File: config.mk
export PLATFORM = sky130hd
export DESIGN_NAME = uart_rx
export DESIGN_NICKNAME = d
export VERILOG_FILES = /design/src/rtl/uart_pkg.sv /design/src/rtl/sync_2ff.sv /design/src/rtl/uart_rx.sv
export SDC_FILE = /design/constraint.sdc
export NUM_CORES = 1
export LEC_CHECK = 0
export ABC_AREA = 1
export CAP_MARGIN = 20
export CORE_ASPECT_RATIO = 0.5
export CORE_MARGIN = 3
export CORE_UTILIZATION = 30
export DETAILED_ROUTE_END_ITERATION = 8
export PLACE_DENSITY = 0.57
export REMOVE_ABC_BUFFERS = 1
export SLEW_MARGIN = 10
export SYNTH_ARGS = -nofsm -noshare
export SYNTH_HDL_FRONTEND = slang
export SYNTH_SLANG_ARGS = --single-unit
export TNS_END_PERCENT = 20
File: constraint.sdc
create_clock -name clk -period 2.1 [get_ports clk]
set_clock_uncertainty 0.2 [all_clocks]
set_input_delay 0.42 -clock clk [delete_from_list [all_inputs] [get_ports clk]]
set_output_delay 0.42 -clock clk [all_outputs]
set_load 0.01 [all_outputs]
File: src/rtl/uart_pkg.sv
// Shared definitions for the UART receive path.
//   rx_state_t      : receiver FSM state encoding
//   FRAME_DATA_BITS : data bits per 8N1 frame
//   SYNC_START/END  : framing bytes that bracket a frequency word for the
//                     downstream assembler
package uart_pkg;

    typedef enum logic [2:0] {
        IDLE  = 3'd0,
        START = 3'd1,
        DATA  = 3'd2,
        STOP  = 3'd3,
        BREAK = 3'd4
    } rx_state_t;

    localparam int FRAME_DATA_BITS = 8;

    localparam logic [7:0] SYNC_START = 8'hFF;
    localparam logic [7:0] SYNC_END   = 8'hFE;

endpackage

File: src/rtl/sync_2ff.sv
// Two-flop synchronizer for signals asynchronous to clk.
//   clk   : destination clock
//   rst_n : async active-low reset, flops load RESET_VAL
//   d     : asynchronous input
//   q     : synchronized output (two clk cycles of latency)
module sync_2ff #(
    parameter int                 WIDTH     = 1,
    parameter logic [WIDTH-1:0]   RESET_VAL = '0
) (
    input  logic             clk,
    input  logic             rst_n,
    input  logic [WIDTH-1:0] d,
    output logic [WIDTH-1:0] q
);

    logic [WIDTH-1:0] meta;

    always_ff @(posedge clk or negedge rst_n) begin
        if (!rst_n) begin
            meta <= RESET_VAL;
            q    <= RESET_VAL;
        end else begin
            meta <= d;
            q    <= meta;
        end
    end

endmodule

File: src/rtl/uart_rx.sv
// 8N1 asynchronous serial receiver, LSB first.
//   clk       : system clock
//   rst_n     : async active-low reset
//   rx        : raw serial line, idle high
//   rx_data   : last correctly received byte
//   rx_valid  : one-cycle strobe, rx_data updated this cycle
//   frame_err : one-cycle strobe, stop bit sampled low
//   busy      : high while the FSM is outside IDLE
//
// state | meaning
// IDLE  | line idle, waiting for a low level
// START | timing to mid start bit to reject glitches
// DATA  | sampling 8 data bits at mid-bit
// STOP  | sampling the stop bit at mid-bit
// BREAK | stop bit was low, waiting for the line to go high again
module uart_rx
    import uart_pkg::*;
#(
    parameter int CLK_FREQ  = 50000000,
    parameter int BAUD_RATE = 115200
) (
    input  logic       clk,
    input  logic       rst_n,
    input  logic       rx,
    output logic [7:0] rx_data,
    output logic       rx_valid,
    output logic       frame_err,
    output logic       busy
);

    // Must be at least 4 so the half-bit start check has room.
    localparam int CLKS_PER_BIT = CLK_FREQ / BAUD_RATE;
    localparam int CW           = $clog2(CLKS_PER_BIT);

    localparam logic [CW-1:0] CNT_LAST = CW'(CLKS_PER_BIT - 1);
    localparam logic [CW-1:0] CNT_HALF = CW'(CLKS_PER_BIT / 2 - 1);
    localparam logic [2:0]    BIT_LAST = 3'(FRAME_DATA_BITS - 1);

    rx_state_t     state;
    logic          rx_s;
    logic [CW-1:0] clk_cnt;
    logic [2:0]    bit_cnt;
    logic [7:0]    sh;

    sync_2ff #(
        .WIDTH     (1),
        .RESET_VAL (1'b1)
    ) u_sync (
        .clk   (clk),
        .rst_n (rst_n),
        .d     (rx),
        .q     (rx_s)
    );

    always_ff @(posedge clk or negedge rst_n) begin
        if (!rst_n) begin
            state     <= IDLE;
            clk_cnt   <= '0;
            bit_cnt   <= '0;
            sh        <= '0;
            rx_data   <= '0;
            rx_valid  <= 1'b0;
            frame_err <= 1'b0;
            busy      <= 1'b0;
        end else begin
            rx_valid  <= 1'b0;
            frame_err <= 1'b0;
            case (state)
                IDLE: begin
                    if (!rx_s) begin
                        clk_cnt <= '0;
                        state   <= START;
                        busy    <= 1'b1;
                    end
                end
                START: begin
                    if (clk_cnt == CNT_HALF) begin
                        if (rx_s) begin
                            state <= IDLE;
                            busy  <= 1'b0;
                        end else begin
                            clk_cnt <= '0;
                            bit_cnt <= '0;
                            state   <= DATA;
                        end
                    end else begin
                        clk_cnt <= clk_cnt + CW'(1);
                    end
                end
                DATA: begin
                    if (clk_cnt == CNT_LAST) begin
                        clk_cnt <= '0;
                        // Right shift: first (LSB) bit ends up in sh[0].
                        sh      <= {rx_s, sh[7:1]};
                        bit_cnt <= bit_cnt + 3'd1;
                        if (bit_cnt == BIT_LAST) begin
                            state <= STOP;
                        end
                    end else begin
                        clk_cnt <= clk_cnt + CW'(1);
                    end
                end
                STOP: begin
                    // Leaving at mid stop bit leaves half a bit to catch a
                    // back-to-back start edge.
                    if (clk_cnt == CNT_LAST) begin
                        clk_cnt <= '0;
                        if (rx_s) begin
                            rx_data  <= sh;
                            rx_valid <= 1'b1;
                            state    <= IDLE;
                            busy     <= 1'b0;
                        end else begin
                            frame_err <= 1'b1;
                            state     <= BREAK;
                        end
                    end else begin
                        clk_cnt <= clk_cnt + CW'(1);
                    end
                end
                BREAK: begin
                    if (rx_s) begin
                        state <= IDLE;
                        busy  <= 1'b0;
                    end
                end
                default: begin
                    state <= IDLE;
                    busy  <= 1'b0;
                end
            endcase
        end
    end

endmodule

Word-level counts from Yosys, hierarchy flattened
Cells that the tools add are included.

Register bits after elaboration: 36. Output and inout port bits: 11.

Add/sub/neg operators: 2. Equal/unequal tests: 14. Mux-type cells: 28. Bitwise operators: 1. Reduce and logical (&&, ||, !) cells: 9.

Operator list (number): $mux 3 (10); $mux 9 (3); $pmux 9 s3 (1); $pmux 3 s5 (1); $ne 2x2->1 const B (6); $mux 1 (10); $add 9x1->9 const B (1); $eq 9x8->1 const B (1); $eq 9x9->1 const B (1); $reduce_and 4->1 (2); $eq 3x2->1 const B (2); $eq 3x3->1 const B (2); $pmux 3 s2 (1); $reduce_and 6->1 (1); $pmux 1 s5 (1); $add 3x1->3 const B (1); $eq 3x1->1 const B (1); $logic_not 3->1 (1); $reduce_and 3->1 (1); $reduce_bool 3->1 (1); $mux 2 (1); $ne 2x1->1 const B (1); $reduce_and 2->1 (1); $reduce_bool 2->1 (1); 2 further kinds (2).

Logic depth before layout (Yosys ltp)
Gate-level depths: netlist (run 1).

Word-level depth: 4. Gate-level depth with buffers: 12. Gate-level depth less buffers: 11.

Modules after synthesis
From an unflattened synthesis (run 1), not the netlist that was laid out.

Cells, all modules: 218. Area total of the unflattened synthesis: 1866.8 um2.

Modules (own cells, without submodules): uart_rx (times used 1, cells each 216, area an instance 1814.2 um2); sync_2ff (times used 1, cells each 2, area an instance 52.6 um2).

Worst setup path before layout (run 1)
No wires, ideal clock.

Kind: register to register. Start point: register clk_cnt[1]. End point: register rx_data[1]. Setup time: 0.126 ns. Arrival time: 1.411 ns. Required time: 1.774 ns. Path slack: 0.363 ns. Stages on the path, launching flop included: 9. Clock period less this slack: 1.737 ns. Cells stage by stage: dfrtp_1 > inv_1 > ha_1 > nand2_1 > nor2_1 > nand2_2 > nor3_4 > buf_6 > o21ai_0.

Cells in the longest elaborated chain, start to end: 2.

RTL lines: start, declared (line uart_rx.sv:41) `logic [CW-1:0] clk_cnt;`; start signal, assigned (line uart_rx.sv:87) `clk_cnt <= clk_cnt + CW'(1);`; start signal, assigned (line uart_rx.sv:100) `clk_cnt <= clk_cnt + CW'(1);`; start signal, assigned (line uart_rx.sv:118) `clk_cnt <= clk_cnt + CW'(1);`; $eq 9x9->1 (line uart_rx.sv:106) `if (clk_cnt == CNT_LAST) begin`; $reduce_and 3->1 (no line); end signal, assigned (line uart_rx.sv:109) `rx_data <= sh;`; end, declared (line uart_rx.sv:25) `output logic [7:0] rx_data,`.

No other way between the ends. A chain may end at the register's enable or synchronous reset.

Worst setup path after layout (run 1)
Start point: register clk_cnt[1]. End point: register clk_cnt[1].

Cells in the longest elaborated chain, start to end: 3. Elaborated cells between the ends (all ways): 7. Classes of those cells: add/sub (1); eq/ne (2); mux (4).

RTL lines: $add 9x1->9, or another cell as far along (line uart_rx.sv:87, uart_rx.sv:100, uart_rx.sv:118); $mux 9, on equally long branches (line uart_rx.sv:91, uart_rx.sv:106, uart_rx.sv:77); $pmux 9 s3 (*) (line uart_rx.sv:68) `case (state)`.

Mark *: on every way between the ends. The rest lies on a longest branch, timed or not.

==> metrics, run 1 <==
die area between 7000 and 8000 µm²; Max Fclk approximately 530 MHz; Clock Power Share a little over half; Filler cells between 500 and 600; Worst-Margin Slew about 460 ps; layout cells sized above 1 between 10% and 20%; routed wire length about 3.6 mm; Root Driver clkbuf_16; cell taking the most area after synthesis dfrtp_1; clk_lat worst skew ~280 ps; Rel. slew slack 69.4%; vias per inst roughly 4.5; critical path's largest stage delay ~420 ps; post-DR wirelength/cell 11.1 µm; synthesis-to-layout area growth 20.8%; final setup fails 0; GRT Resource Usage Total 11.8%; Area contributors post-synth dfrtp_1, nand2_1, inv_1, o21ai_0, nand3_1; unrepaired setup endpoints after global routing false; final period demand of the worst path 1880 ps; Clk pin slew, worst setup/hold paths about 60 ps; Static Leak around 1.1 nW; DRC 0; worst slack at placement 190 ps; most frequent cells after synthesis nand2_1, inv_1, dfrtp_1; net switching share of the total power 19.8%; worst hold path class input port to async pin; Buffers on Ports 13; nets@finish roughly 260; post-route clock period utilization between 80% and 90%; Comb power frac between 1 and 1.5%; most frequent CP cell nand2_1; Synth Instances around 240; largest net degree at the start of global routing 37; gr ovfl total 0; DRT antenna net count 0; share of the synthesized area in the top cell type between 40% and 50%; CTS tree yes; most common cell in the synthesized netlist nand2_1; Max-cap violations 0; Int Power 1.26 mW; Avg Inst Size Synth about 7.8 µm²; setup ws final between 200 and 250 ps; HPWL Detailed approximately 2.6 mm; chip height 61.2 µm; Slowest-stage cell, CP dfrtp_1; initial antenna violation count 0; first-pass GRT wire length between 6 and 7 mm; YS warnings 0; Synth Flop Type dfrtp_1; 1st-iter DRT viols 64; failing checks hold timing; core area approximately 5700 µm²; CTS Buf Count 5; RD Place Congestion slightly above 0.8; final hold viol count 34; Worst EP arrival around 1900 ps; hold slack -28.0 ps; Net Sw Power 311 µW; diodes inserted 0; H-tree depth 2; Starting Density 32.2%; Slew Viols, Final 0; CP Capture Type flop; critical setup path kind flop to flop; crit-path cells inv_1 -> ha_1 -> nand2_1 -> nor2_2 -> nand2_2 -> nand2_1 -> nand2_1 -> buf_4 -> nand2_1 -> nand2_1 -> nand2_1 -> nand2_1; FFs w/ async S/R, synth 100%; clock tree sinks 36; worst-path maximum fanout 11; vias in the first global route between 1k and 1.5k; Distinct cells, synth 23; DRT Pass-1 Iters 4; hold-fix buffers at CTS 0; Post-synth EDFFs 0; clk buf depth 2; num ports 14; Seq/Total Area, Yosys 49.5%; via count 1478; Required @ worst endpoint around 2100 ps; die width 116 µm; Cell Rows 19; Seq pwr share approximately 45%; VDD IR-drop max approximately 400 µV; Synth Register Bits 36; post-synthesis cell area about 1800 µm²; Largest delay share family, worst path simple AND/OR/NAND/NOR gates; PD cells 712 nW/µm²; CP startpoint kind flop; setup_tns 0 ps; WP buf/inv 2; run status finished, violations left
[state kept, by name, summed over array words and instances (netlist names)]
name and count:
sh 8, u_sync.meta 1, state 3, busy 1, bit_cnt 3, clk_cnt 9
u_sync.q 1, rx_valid 1, frame_err 1, rx_data 8
[power groups by stage]
stage	Combinational, mW	Clock, mW	Sequential (mW)
global route	0.0273	0.900	0.700
floorplan	0.00424	0	0.712
global placement	0.0239	0	0.713
CTS	0.0242	0.866	0.700
detailed placement	0.0243	0	0.713
finish	0.0224	0.848	0.700
[repair_timing]
action	4_1_cts	5_1_grt
resized for setup	0	1
hold endpoints to repair	0	0
setup buffers	0	0
setup endpoints to repair	0	2
[path summary, 6_finish.rpt]
check / startpoint / endpoint / slack, ps / depth (start not counted)
worst max-delay path: clk_cnt[1] / clk_cnt[1] / 220 / 12
worst min-delay path: rst_n / clk_cnt[8] / -30 / 2
worst max register to register: clk_cnt[1] / clk_cnt[1] / 220 / 12
worst min register to register: u_sync.meta / u_sync.q / 160 / 0
max in group asynchronous: rst_n / u_sync.meta / 1370 / 2
min in group clk: u_sync.meta / u_sync.q / 160 / 0
[stage by stage]
stage / instance area, µm² / util [%] / std cells / total power, mW / hold WS [ps]
floorplan: 1780 / - / 230 / 0.716 / -75.6
detailed placement: 2040 / 35.9 / 321 / 0.737 / 148
global placement: 2040 / 35.9 / 321 / 0.737 / 148
CTS: 2200 / 38.8 / 329 / 1.59 / 4.13
finish: 2210 / 38.8 / 329 / 1.57 / -28.0
global route: 2210 / 38.8 / 329 / 1.63 / 37.1
[worst reg2reg max path, delay by kind of cell, from the launching register on]
kind                     cells  cell delay (ps)
adder cells (fa/ha/maj)      1              140
flip-flops                   1              420
buffers and inverters        2              280
AND/OR/NAND/NOR              9              750
[cells by family (layout without fill, tap and decap cells)]
kind of cell / after synthesis / after routing / synth area share (%)
fa+ha+maj: 5 / 5 / 3.42
flops: 36 / 36 / 49.5
buf+inv: 45 / 66 / 10.6
xor+xnor: 2 / 2 / 0.959
simple gates: 116 / 116 / 26.7
compound gates: 31 / 31 / 8.84
[layout by cell type, fill, tap and decap left out, types with 3 or more instances in the layout]
cell | Yosys | layout
o21ai_0 | 24 | 24
nand2_2 | 3 | 3
nand3_1 | 14 | 14
nand2_1 | 77 | 77
nor2_1 | 16 | 15
clkdlybuf4s50_1 | 0 | 12
dfrtp_1 | 34 | 34
a21oi_1 | 3 | 3
clkbuf_16 | 0 | 5
buf_4 | 0 | 5
inv_1 | 38 | 38
ha_1 | 5 | 5
[area by class of cell]
class	count	area [µm²]	share of cell area [%]
Clock inverter	3	42.5	1.93
Multi-Input combinational cell	154	732	33.2
Timing Repair Buffer	18	163	7.37
Tap cell	73	91.3	4.14
Clock buffer	5	125	5.67
Inverter	40	150	6.80
Sequential cell	36	903	40.9
[metal layers]
metal | share of wire [%] | track usage [%] | wire length [µm]
met1 | 51 | 15.9 | 1870
met2 | 44 | 18.8 | 1600
met3 | 3.3 | 3.53 | 121
met4 | 1.2 | 3.47 | 44
met5 | 0 | 0 | 0
Power figures use the tool's default switching activity.
==> run 2: changes to the inputs <==
--- a/config.mk
+++ b/config.mk
@@ -10,6 +10,7 @@
 export CORE_ASPECT_RATIO = 0.5
 export CORE_MARGIN = 3
 export CORE_UTILIZATION = 30
+export CTS_BUF_LIST = sky130_fd_sc_hd__clkbuf_2 sky130_fd_sc_hd__clkbuf_4 sky130_fd_sc_hd__clkbuf_8
 export DETAILED_ROUTE_END_ITERATION = 8
 export PLACE_DENSITY = 0.57
 export REMOVE_ABC_BUFFERS = 1
==> metrics, run 2 (synthesis gave the netlist of run 1 again) <==
unrepaired setup endpoints after global routing false (unchanged); CTS Buf Count 5 (unchanged); final hold viol count 0 (was 34); vias per inst 4.48 (was 4.49); run status finished clean (was finished, violations left); critical setup path kind flop to flop (unchanged); synthesis-to-layout area growth 18.3% (was 20.8%); 1st-iter DRT viols 80 (was 64); gr ovfl total 0 (unchanged); Max-cap violations 0 (unchanged); CP startpoint kind flop (unchanged); vias in the first global route 1423 (was 1435); global route hottest layer met2 (unchanged); die area 7120 µm² (unchanged); most common cell after layout, fill and taps aside nand2_1 (unchanged); clock tree sinks 36 (unchanged); Worst EP arrival 1870 ps (was 1850 ps); CP Capture Type flop (unchanged); H-tree depth 2 (unchanged); first-pass GRT wire length 6.49 mm (was 6.56 mm); clk_lat worst skew 290 ps (was 280 ps); num ports 14 (unchanged); routed wire length 3.58 mm (was 3.64 mm); diodes inserted 0 (unchanged); nets@finish 264 (was 263); clk buf depth 2 (unchanged); post-DR wirelength/cell 10.8 µm (was 11.1 µm); met1 GRT Util 15.8% (was 15.9%); chip height 61.2 µm (unchanged); Top reg by flops clk_cnt (unchanged); worst-path maximum fanout 11 (unchanged); hold slack 158 ps (was -28.0 ps); GR Util met2 18.5% (was 18.8%); Root Driver clkbuf_8 (was clkbuf_16); Static Leak 1.05 nW (was 1.07 nW); Worst-Margin Slew 461 ps (was 459 ps); top flop regs clk_cnt: 9 flops, rx_data: 8 flops, sh: 8 flops (unchanged); M3 GR Usage 3.83% (was 3.53%); largest net degree at the start of global routing 37 (unchanged); Max Fclk 530 MHz (was 531 MHz); Slew Viols, Final 0 (unchanged); post-route clock period utilization 89.8% (was 89.6%); VDD IR-drop max 380 µV (was 404 µV); final setup fails 0 (unchanged); core area 5680 µm² (unchanged); RD Place Congestion 0.827 (unchanged); DRC 0 (unchanged); Clk pin slew, worst setup/hold paths 70 ps (was 60 ps); HPWL Detailed 2.57 mm (unchanged); Starting Density 32.2% (unchanged); max reg flops 9 (unchanged); DRT Pass-1 Iters 4 (unchanged); CTS tree yes (unchanged); setup_tns 0 ps (unchanged); GRT Resource Usage Total 11.9% (was 11.8%); PD cells 620 nW/µm² (was 712 nW/µm²); layout cells sized above 1 10.1% (was 10.2%); worst hold path class flop to flop (was input port to async pin); Required @ worst endpoint 2090 ps (was 2070 ps); Post-CTS Setup Repair Bufs 0 (unchanged); most frequent cells in the layout nand2_1, inv_1, dfrtp_1 (unchanged); Cell Rows 19 (unchanged); final period demand of the worst path 1890 ps (was 1880 ps); initial antenna violation count 0 (unchanged); DRT antenna net count 0 (unchanged); die width 116 µm (unchanged); Rel. slew slack 69.3% (was 69.4%); via count 1479 (was 1478); Buffers on Ports 13 (unchanged)
==> run 2: final timing paths <==
| path | startpoint | endpoint | slack, ps | depth (start not counted) |
|---|---|---|---|---|
| max | clk_cnt[1] | clk_cnt[1] | 210 | 12 |
| max reg2reg | clk_cnt[1] | clk_cnt[1] | 210 | 12 |
| min reg2reg | u_sync.meta | u_sync.q | 160 | 0 |
| min in group asynchronous | rst_n | clk_cnt[8] | 490 | 3 |
| min | u_sync.meta | u_sync.q | 160 | 0 |
| max in group asynchronous | rst_n | u_sync.meta | 850 | 3 |
==> run 2: through the flow <==
step	util [%]	area (µm²)	power (mW)	cells	worst slack [ps]
after floorplan	-	1780	0.716	230	263
after global placement	35.9	2040	0.737	321	258
after detailed placement	35.9	2040	0.737	321	190
after CTS	38.0	2160	1.36	330	172
after global routing	38.0	2160	1.40	330	20.6
final	38.0	2160	1.34	330	214
==> run 2: final cells by class <==
type / instances / area (µm²)
repair buffers: 19 / 173
clock inverters: 3 / 42.5
fillers: 570 / 3520
multi-input cells: 154 / 732
well taps: 73 / 91.3
inverters: 40 / 150
flip-flops and latches: 36 / 903
clock buffers: 5 / 68.8
==> run 2: where the power goes <==
group	switching (mW)	internal, mW	total, mW	leakage (nW)
Sequential	0.00290	0.696	0.699	0.476
Combinational	0.0180	0.00584	0.0239	0.523
Clock	0.265	0.351	0.616	0.0541
==> run 2: layer usage <==
metal | vias up | routed length (µm)
met1 | 688 | 1840
met4 | 0 | 61
li1 | 766 | -
met3 | 6 | 106
met5 | - | 0
met2 | 19 | 1570
==> run 2: timing repair <==
action,4_1_cts,5_1_grt
gates resized for setup,0,1
hold buffers,1,0
hold endpoints to repair,34,0
endpoints found under the setup margin,0,2
==> run 2: critical path, stage by stage (launching register included) <==
cell and delay [ps]:
dfrtp_1 430, inv_1 100, ha_1 140, nand2_1 60, nor2_2 160, nand2_2 130
nand2_1 110, nand2_1 70, buf_4 180, nand2_1 70, nand2_1 50, nand2_1 50
nand2_1 40
